[src/rtl/alu_exec_ctrl.sv]
// alu_exec_ctrl: three-state sequencer that feeds an external ALU, captures its result and owns the carry/zero flags
module alu_exec_ctrl (
  input  logic       clk,
  input  logic       rst,
  input  logic       in_valid,
  output logic       in_ready,
  input  logic [3:0] in_fn,
  input  logic [7:0] in_a,
  input  logic [7:0] in_b,
  input  logic [2:0] in_sc,
  input  logic [2:0] in_rd,
  output logic [7:0] alu_a,
  output logic [7:0] alu_b,
  output logic [3:0] alu_fn,
  output logic [2:0] alu_sc,
  output logic       alu_cin,
  input  logic [7:0] alu_y,
  input  logic       alu_zero,
  input  logic       alu_cout,
  output logic       wb_valid,
  input  logic       wb_ready,
  output logic [7:0] wb_data,
  output logic [2:0] wb_rd,
  output logic       flag_c,
  output logic       flag_z,
  output logic       err,
  input  logic       flags_clr
);
  typedef enum logic [1:0] {IDLE, EXEC, WB} state_t;
  state_t r_state, w_next;
  logic [3:0] r_fn;
  logic [7:0] r_a, r_b, r_wb_data;
  logic [2:0] r_sc, r_rd, r_wb_rd;
  logic       r_c, r_z, r_err;
  logic       w_accept, w_illegal, w_exec_ok, w_unused;
  assign w_unused  = alu_zero;
  assign w_illegal = r_fn[3] & r_fn[2];
  assign w_accept  = in_valid & in_ready;
  assign w_exec_ok = (r_state == EXEC) & ~w_illegal;
  always_comb begin
    w_next   = r_state;
    in_ready = 1'b0;
    wb_valid = 1'b0;
    case (r_state)
      IDLE: begin
        in_ready = ~rst;
        w_next   = w_accept ? EXEC : IDLE;
      end
      EXEC: w_next = w_illegal ? IDLE : WB;
      WB: begin
        wb_valid = 1'b1;
        w_next   = wb_ready ? IDLE : WB;
      end
      default: w_next = IDLE;
    endcase
  end
  always_ff @(posedge clk or posedge rst)
    if (rst) r_state <= IDLE;
    else     r_state <= w_next;
  always_ff @(posedge clk or posedge rst) begin
    if (rst) begin
      r_fn      <= '0;
      r_a       <= '0;
      r_b       <= '0;
      r_sc      <= '0;
      r_rd      <= '0;
      r_wb_data <= '0;
      r_wb_rd   <= '0;
      r_c       <= 1'b0;
      r_z       <= 1'b0;
      r_err     <= 1'b0;
    end else begin
      if (w_accept) begin
        r_fn <= in_fn;
        r_a  <= in_a;
        r_b  <= in_b;
        r_sc <= in_sc;
        r_rd <= in_rd;
      end
      r_err <= (r_state == EXEC) & w_illegal;
      if (w_exec_ok) begin
        r_wb_data <= alu_y;
        r_wb_rd   <= r_rd;
      end
      // logic ops (fn 4-7, i.e. fn[2] set among legal codes) leave carry untouched
      if (flags_clr) begin
        r_c <= 1'b0;
        r_z <= 1'b0;
      end else if (w_exec_ok) begin
        r_c <= r_fn[2] ? r_c : alu_cout;
        r_z <= alu_y == 8'h00;
      end
    end
  end
  assign alu_a   = r_a;
  assign alu_b   = r_b;
  assign alu_fn  = r_fn;
  assign alu_sc  = r_sc;
  assign alu_cin = r_c;
  assign wb_data = r_wb_data;
  assign wb_rd   = r_wb_rd;
  assign flag_c  = r_c;
  assign flag_z  = r_z;
  assign err     = r_err;
endmodule
[config.mk]
export PLATFORM = sky130hd
export DESIGN_NAME = alu_exec_ctrl
export DESIGN_NICKNAME = d
export VERILOG_FILES = /design/src/rtl/alu_exec_ctrl.sv
export SDC_FILE = /design/constraint.sdc
export NUM_CORES = 1
export LEC_CHECK = 0
export CAP_MARGIN = 10
export CORE_MARGIN = 2
export CORE_UTILIZATION = 40
export DETAILED_ROUTE_END_ITERATION = 7
export PLACE_DENSITY = 0.78
export SYNTH_ARGS = -nofsm -noshare
export SYNTH_HDL_FRONTEND = slang
export SYNTH_SLANG_ARGS = --single-unit
[constraint.sdc]
create_clock -name clk -period 1.9 [get_ports clk]
set_input_delay 0.38 -clock clk [delete_from_list [all_inputs] [get_ports clk]]
set_output_delay 0.38 -clock clk [all_outputs]
set_load 0.005 [all_outputs]
==> reports/qor.txt, run 1 <==
status -> complete, no violations
cts hold-fix bufs -> 0
met3 WL -> 241 µm
Die Span X -> 69.7 µm
slowest stage cell, crit path -> clkdlybuf4s50_1
most common cell after layout, fill and taps aside -> clkdlybuf4s50_1
Ant. Diodes -> 0
Avg Inst Size Synth -> 16.9 µm²
standard-cell row count -> 23
Num CTS Buffers -> 5
post-detail-place hpwl -> 2890 µm
fin area -> 2710 µm²
Power Internal -> 2.41 mW
first-pass GRT wire length -> 6250 µm
area leader, netlist -> dfrtp_1
RePlAce Congestion -> 0.825
non-filler cells, final -> 242
PwrDens -> 1180 nW/µm²
setup ws final -> 0.0571 ns
drt total wl -> 3750 µm
Crit Path Max Fanout -> 2
fillers -> 304
Max Fclk -> 543 MHz
area share of the largest cell type after synthesis -> 0.609
layout cells sized above 1 -> 0.281
overall die area -> 4860 µm²
slowest stage delay, CP -> 0.49 ns
Initial Utilization -> 0.423
number of levels in the clock H-tree -> 2
Worst setup SP type -> flop
Placed Instances -> 232
setup slack at placement -> -0.0603 ns
Tot GR Track Use -> 0.163
core footprint -> 4090 µm²
Crit Path Category -> reg -> out
Final min period -> 1.84 ns
Layout Nets -> 232
Via Count -> 1,143
vias in the first global route -> 1,296
Clk pwr share -> 0.183
Skew-Pair Late Insertion Delay -> 0.28 ns
Clock Root Buffer -> clkbuf_8
post-synthesis cell type count -> 20
VDD IR max -> 713 µV
Final setup viols -> 0
Congestion Overflow GR -> 0
first drt pass iteration count -> 2
DRC viols -> 0
Syn Inst Count -> 102
Post-Route Utilization -> 0.664
WP data arrival -> 1.46 ns
Final Hold Viols -> 0
crit-path leading delay family -> buffers and inverters
WHS -> 0.508 ns
Psw -> 796 µW
Logic pwr share -> 0.388
CTS tree -> done
Post-DP Area -> 2600 µm²
Worst Setup End Kind -> output port
sequential share of power -> 0.429
area delta synth->final -> 57.2%
switching share of total power -> 0.249
max-cap violations -> 0
worst path required time -> 1.52 ns
clock skew -> 0.00223 ns
Slew HR -> 0.748
clock slew at reported path FFs -> 0.08 ns
largest net degree at the start of global routing -> 34
IO Count -> 81
Seq/Total Area, Yosys -> 0.609
Slew Limit Fails -> 0
Critical Path, Cell by Cell -> or2b_1 > inv_1 > clkdlybuf4s50_1
PortBufs -> 79
leak pwr -> 1.17 nW
average routed wire per standard cell -> 15.5 µm
CTS sink cnt -> 42
drt initial violations -> 80
total power -> 3.20 mW
Post-Syn Nets -> 143
Metal-1 WL -> 1510 µm
Tcrit/Tclk final -> 0.970
die height -> 69.7 µm
Longest Clk Path Bufs -> 2
Antenna Violating Nets Remaining -> 0
Max Used Layer -> met4
Area contributors post-synth -> dfrtp_1, mux2_4, mux2_2, buf_12, mux2i_1
RSZ-0062 raised after global routing -> false
initial antenna violation count -> 0
worst path bufs/invs -> 2
DR vias/cell -> 4.72
commonest non-fill, non-tap cells in the layout -> clkdlybuf4s50_1, dfrtp_1, mux2_4
Synth Cell Area -> 1730 µm²
Least-Margin Pin Slew -> 0.376 ns
synthesis-stage register bit count -> 42
Hold Crit Class -> reg -> reg
synth warn -> 0
setup_tns -> 0 ns
met2 wire len -> 1980 µm
registers in the layout (all words and copies together), names as in the netlist, 2 cells and up:
signal,flops
wb_data,8
r_rd,3
alu_sc,3
alu_a,8
alu_b,8
r_state,2
alu_fn,4
wb_rd,3
routing by layer:
| metal | vias to the layer above | GRT usage |
|---|---|---|
| li1 | 527 | - |
| met1 | 567 | 0.187 |
| met2 | 47 | 0.297 |
| met3 | 2 | 0.0465 |
| met4 | 0 | 0.0449 |
| met5 | - | 0 |
repair_timing:
item | 4_1_cts | 5_1_grt
resized for setup | 2 | 0
endpoints found under the setup margin | 2 | 0
buffers inserted | 2 | 0
cells in the mapped netlist:
master and instances:
dfrtp_1 42, mux2_4 19, mux2_2 18, buf_12 3, inv_1 2, mux2i_1 2
nor2_1 2, nor3b_1 2, and2_4 1, buf_2 1, buf_4 1, nand2_1 1
nand2b_1 1, nand3_1 1, nand3b_1 1, nor3_1 1, nor3_2 1, nor4_1 1
o21ai_0 1, or2b_1 1
logic make-up after synthesis:
| family | synth area share |
|---|---|
| muxes | 0.294 |
| AOI/OAI and AO/OA | 0.00290 |
| DFF | 0.609 |
| and+or+nand+nor | 0.0478 |
| buffers and inverters | 0.0464 |
power groups by stage:
stage | sequential (mW) | clock (mW) | combinational (mW)
finish | 1.37 | 0.586 | 1.24
floorplan | 1.39 | 0 | 0.466
CTS | 1.38 | 0.598 | 1.26
global placement | 1.37 | 0 | 1.22
detailed placement | 1.40 | 0 | 1.24
global route | 1.42 | 0.647 | 1.33
final cells by class:
class	instances	area [µm²]	share of cell area
Clock buffer	7	86.3	0.0318
Clock inverter	1	5.00	0.00184
Inverter	2	7.51	0.00277
Multi-Input combinational cell	53	602	0.222
Sequential cell	42	1050	0.387
Tap cell	50	62.6	0.0231
Timing Repair Buffer	87	900	0.331
worst paths after layout:
path,start,end,slack [ns],depth (start not counted)
hold reg to reg,wb_data[0]$_DFFE_PP0P_,wb_data[0]$_DFFE_PP0P_,0.51,1
hold / removal,wb_data[0]$_DFFE_PP0P_,wb_data[0]$_DFFE_PP0P_,0.51,1
setup reg to reg,r_state[1]$_DFF_PP0_,alu_b[2]$_DFFE_PP0P_,0.31,5
setup / recovery,r_state[0]$_DFF_PP0_,wb_valid,0.06,3
max in group asynchronous,rst,alu_b[5]$_DFFE_PP0P_,0.90,4
min in group asynchronous,rst,alu_a[5]$_DFFE_PP0P_,0.54,3
Power figures use the tool's default switching activity.
==> run 2, diff against run 1 <==
- CORE_UTILIZATION: 40 -> 55
- DONT_BUFFER_PORTS: default -> 1
- PLACE_DENSITY: 0.78 -> 0.73
- clock period: 1.9 -> 1.5 ns (I/O delays scaled with it)
==> run 2 against run 1 <==
  * Flip-flop and latch count stayed put
  * Die area is 26% lower
  * Combinational power is 45% lower
  * Via count is 25% lower
  * Routed wire length is 24% lower
  * First-iteration DRC count is 70% lower
  * Power is 1.5% lower
  * Clock skew is 0.0021 ns higher
  * Clock-buffer cell count is 1 higher
  * Critical path depth stayed put
  * Sequential share of layout area is 16 points higher
  * Critical endpoint unchanged
  * Largest cell class unchanged
==> reports/qor.txt, run 2 (same netlist as run 1, synthesis figures left out) <==
status -> complete, no violations (unchanged)
number of levels in the clock H-tree -> 2 (unchanged)
leak pwr -> 0.869 nW (was 1.17 nW)
Hold Crit Class -> in -> reg (was reg -> reg)
Crit Path Category -> reg -> out (unchanged)
Final min period -> 1.46 ns
Placed Instances -> 150 (was 232)
core footprint -> 3030 µm² (was 4090 µm²)
largest net degree at the start of global routing -> 41 (was 34)
Psw -> 836 µW (was 796 µW)
Worst setup SP type -> flop (unchanged)
Longest Clk Path Bufs -> 2 (unchanged)
switching share of total power -> 0.265 (was 0.249)
clock slew at reported path FFs -> 0.11 ns (was 0.08 ns)
IO Count -> 81 (unchanged)
setup_tns -> 0 ns (unchanged)
Congestion Overflow GR -> 0 (unchanged)
Antenna Violating Nets Remaining -> 0 (unchanged)
crit-path leading delay family -> flip-flops (was buffers and inverters)
PortBufs -> 0 (was 79)
commonest non-fill, non-tap cells in the layout -> dfrtp_1, mux2_4, mux2_2 (was clkdlybuf4s50_1, dfrtp_1, mux2_4)
CTS tree -> done (unchanged)
average routed wire per standard cell -> 17.9 µm (was 15.5 µm)
WP data arrival -> 1.16 ns (was 1.46 ns)
RSZ-0062 raised after global routing -> true (was false)
initial antenna violation count -> 0 (unchanged)
RePlAce Congestion -> 0.612 (was 0.825)
Tcrit/Tclk final -> 0.976
most common cell after layout, fill and taps aside -> dfrtp_1 (was clkdlybuf4s50_1)
Via Count -> 860 (was 1,143)
first drt pass iteration count -> 4 (was 2)
layout cells sized above 1 -> 0.483 (was 0.281)
Clock Root Buffer -> clkbuf_4 (was clkbuf_8)
Critical Path, Cell by Cell -> buf_6 > or2b_1 > inv_1 (was or2b_1 > inv_1 > clkdlybuf4s50_1)
Die Span X -> 60.0 µm (was 69.7 µm)
Layout Nets -> 156 (was 232)
area delta synth->final -> 10.3% (was 57.2%)
CTS sink cnt -> 42 (unchanged)
Ant. Diodes -> 0 (unchanged)
DRC viols -> 0 (unchanged)
PwrDens -> 1660 nW/µm² (was 1180 nW/µm²)
Initial Utilization -> 0.570 (was 0.423)
max-cap violations -> 0 (unchanged)
crit path from -> r_state[0]$_DFF_PP0_ (unchanged)
Power Internal -> 2.32 mW (was 2.41 mW)
Tot GR Track Use -> 0.166 (was 0.163)
Max Fclk -> 683 MHz
hold_sp -> wb_ready (was wb_data[0]$_DFFE_PP0P_)
die height -> 60.0 µm (was 69.7 µm)
Slew Limit Fails -> 0 (unchanged)
worst path required time -> 1.20 ns (was 1.52 ns)
Num CTS Buffers -> 5 (unchanged)
Final Hold Viols -> 0 (unchanged)
Logic pwr share -> 0.216 (was 0.388)
Final setup viols -> 0 (unchanged)
Slew HR -> 0.680 (was 0.748)
Skew-Pair Late Insertion Delay -> 0.33 ns (was 0.28 ns)
clock skew -> 0.00432 ns (was 0.00223 ns)
Clk pwr share -> 0.204 (was 0.183)
Crit Path Max Fanout -> 4 (was 2)
vias in the first global route -> 944 (was 1,296)
drt initial violations -> 24 (was 80)
Least-Margin Pin Slew -> 0.480 ns (was 0.376 ns)
fin area -> 1900 µm² (was 2710 µm²)
sequential share of power -> 0.579 (was 0.429)
drt total wl -> 2860 µm (was 3750 µm)
standard-cell row count -> 20 (was 23)
worst path bufs/invs -> 2 (unchanged)
slowest stage delay, CP -> 0.41 ns (was 0.49 ns)
first-pass GRT wire length -> 4220 µm (was 6250 µm)
non-filler cells, final -> 160 (was 242)
slowest stage cell, crit path -> dfrtp_1 (was clkdlybuf4s50_1)
VDD IR max -> 843 µV (was 713 µV)
r2r startpoint -> r_state[0]$_DFF_PP0_ (was r_state[1]$_DFF_PP0_)
Post-DP Area -> 1800 µm² (was 2600 µm²)
overall die area -> 3600 µm² (was 4860 µm²)
post-detail-place hpwl -> 2110 µm (was 2890 µm)
DR vias/cell -> 5.38 (was 4.72)
Worst Setup End Kind -> output port (unchanged)
==> run 2: power groups by stage <==
stage | Combinational (mW) | Sequential (mW) | Clock, mW
after global routing | 0.743 | 1.87 | 0.723
after CTS | 0.695 | 1.84 | 0.679
after floorplan | 0.591 | 1.76 | 0
final | 0.682 | 1.83 | 0.644
after detailed placement | 0.689 | 1.86 | 0
after global placement | 0.650 | 1.84 | 0
==> run 2: layer usage <==
layer,GRT usage,share of wire,vias to the layer above
met3,0.0801,0.10,4
li1,-,-,375
met1,0.185,0.36,435
met4,0.0667,0.010,0
met2,0.273,0.52,46
met5,0,0,-
==> run 2: layout make-up <==
| cell class | count | area, µm² |
|---|---|---|
| Sequential cell | 42 | 1050 |
| Timing Repair Buffer | 11 | 116 |
| Inverter | 2 | 7.51 |
| Multi-Input combinational cell | 53 | 596 |
| Tap cell | 44 | 55.1 |
| Clock buffer | 8 | 78.8 |
| Fill cell | 241 | 1120 |
==> run 2: metrics by stage <==
| step | setup WS [ns] | power, mW | hold WS, ns | util |
|---|---|---|---|---|
| after global placement | 0.0909 | 2.49 | 0.0540 | 0.595 |
| after global routing | -0.0116 | 3.34 | 0.0615 | 0.629 |
| after floorplan | 0.0437 | 2.36 | 0.366 | - |
| after detailed placement | 0.0462 | 2.55 | 0.0567 | 0.595 |
| final | 0.0356 | 3.15 | 0.0933 | 0.629 |
| after CTS | 0.00512 | 3.22 | 0.0693 | 0.628 |
==> run 2: repair_timing <==
item / 4_1_cts / 5_1_grt
gates resized for setup: 0 / 1
endpoints found under the setup margin: 0 / 7
hold buffers: 2 / 0
endpoints found under the hold margin: 3 / 0
setup buffers: 0 / 0
==> run 2: worst paths after layout <==
check	endpoint	slack [ns]	depth (start not counted)
min in group asynchronous	r_state[1]$_DFF_PP0_	0.27	2
worst min register to register	r_rd[2]$_DFFE_PP0P_	0.53	1
max in group asynchronous	wb_data[6]$_DFFE_PP0P_	0.57	3
worst max register to register	alu_a[0]$_DFFE_PP0P_	0.06	4
worst max-delay path	wb_valid	0.04	3
worst min-delay path	r_state[1]$_DFF_PP0_	0.09	1
==> run 3, diff against run 2 <==
- CORE_MARGIN: 2 -> default
==> run 3 against run 2 <==
  * The run now ends with design-rule violations left
  * Clock skew increased by 0.0034 ns
  * Critical path depth unchanged
  * Cell count decreased by 10%
  * Sequential share of layout area increased by 0.33 points
  * Flip-flop and latch count unchanged
  * Via count increased by 1.9%
  * Clock power decreased by 17%
  * First-iteration DRC count increased by 75%
  * Non-clock buffer count decreased by 1
  * Die area decreased by 6.6%
  * Combinational power increased by 4.1%
  * Largest cell class unchanged
  * Highest routed layer unchanged
==> reports/qor.txt, run 3 (same netlist as run 1, synthesis figures left out) <==
status -> complete, but fails checks (was complete, no violations)
failing checks -> design-rule violations
area delta synth->final -> 9.64% (was 10.3%)
Via Count -> 876 (was 860)
Hold Crit Class -> in -> reg (unchanged)
layout cells sized above 1 -> 0.478 (was 0.483)
internal reg-to-reg setup slack -> 0.03 ns (was 0.06 ns)
PortBufs -> 0 (unchanged)
first-pass GRT wire length -> 4470 µm (was 4220 µm)
Worst setup SP type -> flop (unchanged)
core footprint -> 2850 µm² (was 3030 µm²)
overall die area -> 3370 µm² (was 3600 µm²)
drt initial violations -> 42 (was 24)
first drt pass iteration count -> 5 (was 4)
Least-Margin Pin Slew -> 0.267 ns (was 0.480 ns)
average routed wire per standard cell -> 20.4 µm (was 17.9 µm)
non-filler cells, final -> 144 (was 160)
Min-Delay Path Depth -> 1 (unchanged)
WHS -> 0.0787 ns (was 0.0933 ns)
Num CTS Buffers -> 5 (unchanged)
Worst Setup End Kind -> output port (unchanged)
leak pwr -> 0.867 nW (was 0.869 nW)
CTS sink cnt -> 42 (unchanged)
Final Hold Viols -> 0 (unchanged)
WP data arrival -> 1.17 ns (was 1.16 ns)
worst path required time -> 1.20 ns (about the same)
r2r startpoint -> r_state[0]$_DFF_PP0_ (unchanged)
Tot GR Track Use -> 0.185 (was 0.166)
Final setup viols -> 0 (unchanged)
setup repair bufs after CTS -> 0 (unchanged)
clock slew at reported path FFs -> 0.11 ns (about the same)
VDD IR max -> 928 µV (was 843 µV)
max-cap violations -> 0 (unchanged)
standard-cell row count -> 19 (was 20)
r2r worst-path depth -> 4 (unchanged)
Die Span X -> 58.0 µm (was 60.0 µm)
DRC viols -> 6 (was 0)
clock skew -> 0.00773 ns (was 0.00432 ns)
Slew HR -> 0.820 (was 0.680)
Max Fclk -> 678 MHz (was 683 MHz)
Initial Utilization -> 0.605 (was 0.570)
die height -> 58.0 µm (was 60.0 µm)
RSZ-0062 raised after global routing -> true (unchanged)
Worst Hold Path EP -> r_state[1]$_DFF_PP0_ (unchanged)
Crit Path Max Fanout -> 4 (unchanged)
Critical R2R Capture -> r_rd[0]$_DFFE_PP0P_ (was alu_a[0]$_DFFE_PP0P_)
most common cell after layout, fill and taps aside -> dfrtp_1 (unchanged)
Skew-Pair Late Insertion Delay -> 0.33 ns (about the same)
vias in the first global route -> 951 (was 944)
DR vias/cell -> 6.08 (was 5.38)
Placed Instances -> 135 (was 150)
Crit Path Category -> reg -> out (unchanged)
largest net degree at the start of global routing -> 23 (was 41)
number of levels in the clock H-tree -> 2 (unchanged)
Clock Root Buffer -> clkbuf_4 (unchanged)
initial antenna violation count -> 0 (unchanged)
Ant. Diodes -> 0 (unchanged)
Congestion Overflow GR -> 0 (unchanged)
Slew Limit Fails -> 0 (unchanged)
post-detail-place hpwl -> 2050 µm (was 2110 µm)
Layout Nets -> 155 (was 156)
Antenna Violating Nets Remaining -> 0 (unchanged)
CTS tree -> done (unchanged)
PwrDens -> 1620 nW/µm² (was 1660 nW/µm²)
hold_sp -> wb_ready (unchanged)
Final min period -> 1.47 ns (was 1.46 ns)
Tcrit/Tclk final -> 0.983 (was 0.976)
RePlAce Congestion -> 0.722 (was 0.612)
drt total wl -> 2930 µm (was 2860 µm)
IO Count -> 81 (unchanged)
commonest non-fill, non-tap cells in the layout -> dfrtp_1, mux2_4, mux2_2 (unchanged)
Longest Clk Path Bufs -> 2 (unchanged)
-- run 3: changes by cell type in the layout (fill, tap and decap cells not counted), sizes merged --
cell and change:
clkinv +1, clkbuf -1, inv -1, buf -2
-- run 3: stage by stage --
stage	cell area [µm²]	total power, mW	worst slack [ns]	utilization	setup TNS [ns]
CTS	1830	3.05	0.0116	0.642	0
global route	1890	3.26	-0.0428	0.664	-0.648
finish	1890	3.07	0.0251	0.664	0
global placement	1770	2.47	0.0363	0.621	0
detailed placement	1770	2.52	-0.0113	0.621	-0.0145
floorplan	1730	2.36	0.0437	-	0
-- run 3: worst max path at each step --
stage | start | to | slack [ns] | cells past startpoint
6_report | r_state[0]$_DFF_PP0_ | wb_valid | 0.03 | 3
4_1_cts | r_state[0]$_DFF_PP0_ | wb_valid | 0.01 | 3
3_3_place_gp | r_state[1]$_DFF_PP0_ | alu_a[3]$_DFFE_PP0P_ | 0.04 | 4
2_1_floorplan | r_state[1]$_DFF_PP0_ | alu_b[0]$_DFFE_PP0P_ | 0.04 | 5
3_5_place_dp | r_state[1]$_DFF_PP0_ | alu_sc[2]$_DFFE_PP0P_ | -0.01 | 4
5_1_grt | r_state[0]$_DFF_PP0_ | wb_valid | -0.04 | 3
-- run 3: layout make-up --
class,count,area [µm²]
multi-input combinational,53,614
tap,31,38.8
fill,206,960
sequential,42,1050
inverter,2,7.51
clock buffer,6,51.3
timing repair buffer,10,130
-- run 3: metal layers --
| metal | wire, µm | GRT usage | vias to the layer above |
|---|---|---|---|
| met2 | 1530 | 0.319 | 52 |
| met1 | 1110 | 0.202 | 445 |
| li1 | - | - | 377 |
| met3 | 273 | 0.0848 | 2 |
| met4 | 14 | 0.0612 | 0 |
| met5 | 0 | 0 | - |
-- run 3: critical path, cell delays in order, from the launching register on --
cell and delay [ns]:
dfrtp_1 0.42, buf_6 0.13, or2b_1 0.24, inv_2 0.06
-- run 3: what timing repair did --
action | in CTS | in global routing
cloned | 0 | 1
hold buffers | 1 | 1
pin swaps | 1 | 1
resized for setup | 0 | 8
endpoints found under the hold margin | 42 | 1
setup endpoints to repair | 5 | 8
-- run 3: power breakdown --
group	leakage, nW	switching, mW	internal (mW)
clock	0.0302	0.321	0.212
sequential	0.501	0.307	1.52
combinational	0.336	0.208	0.502
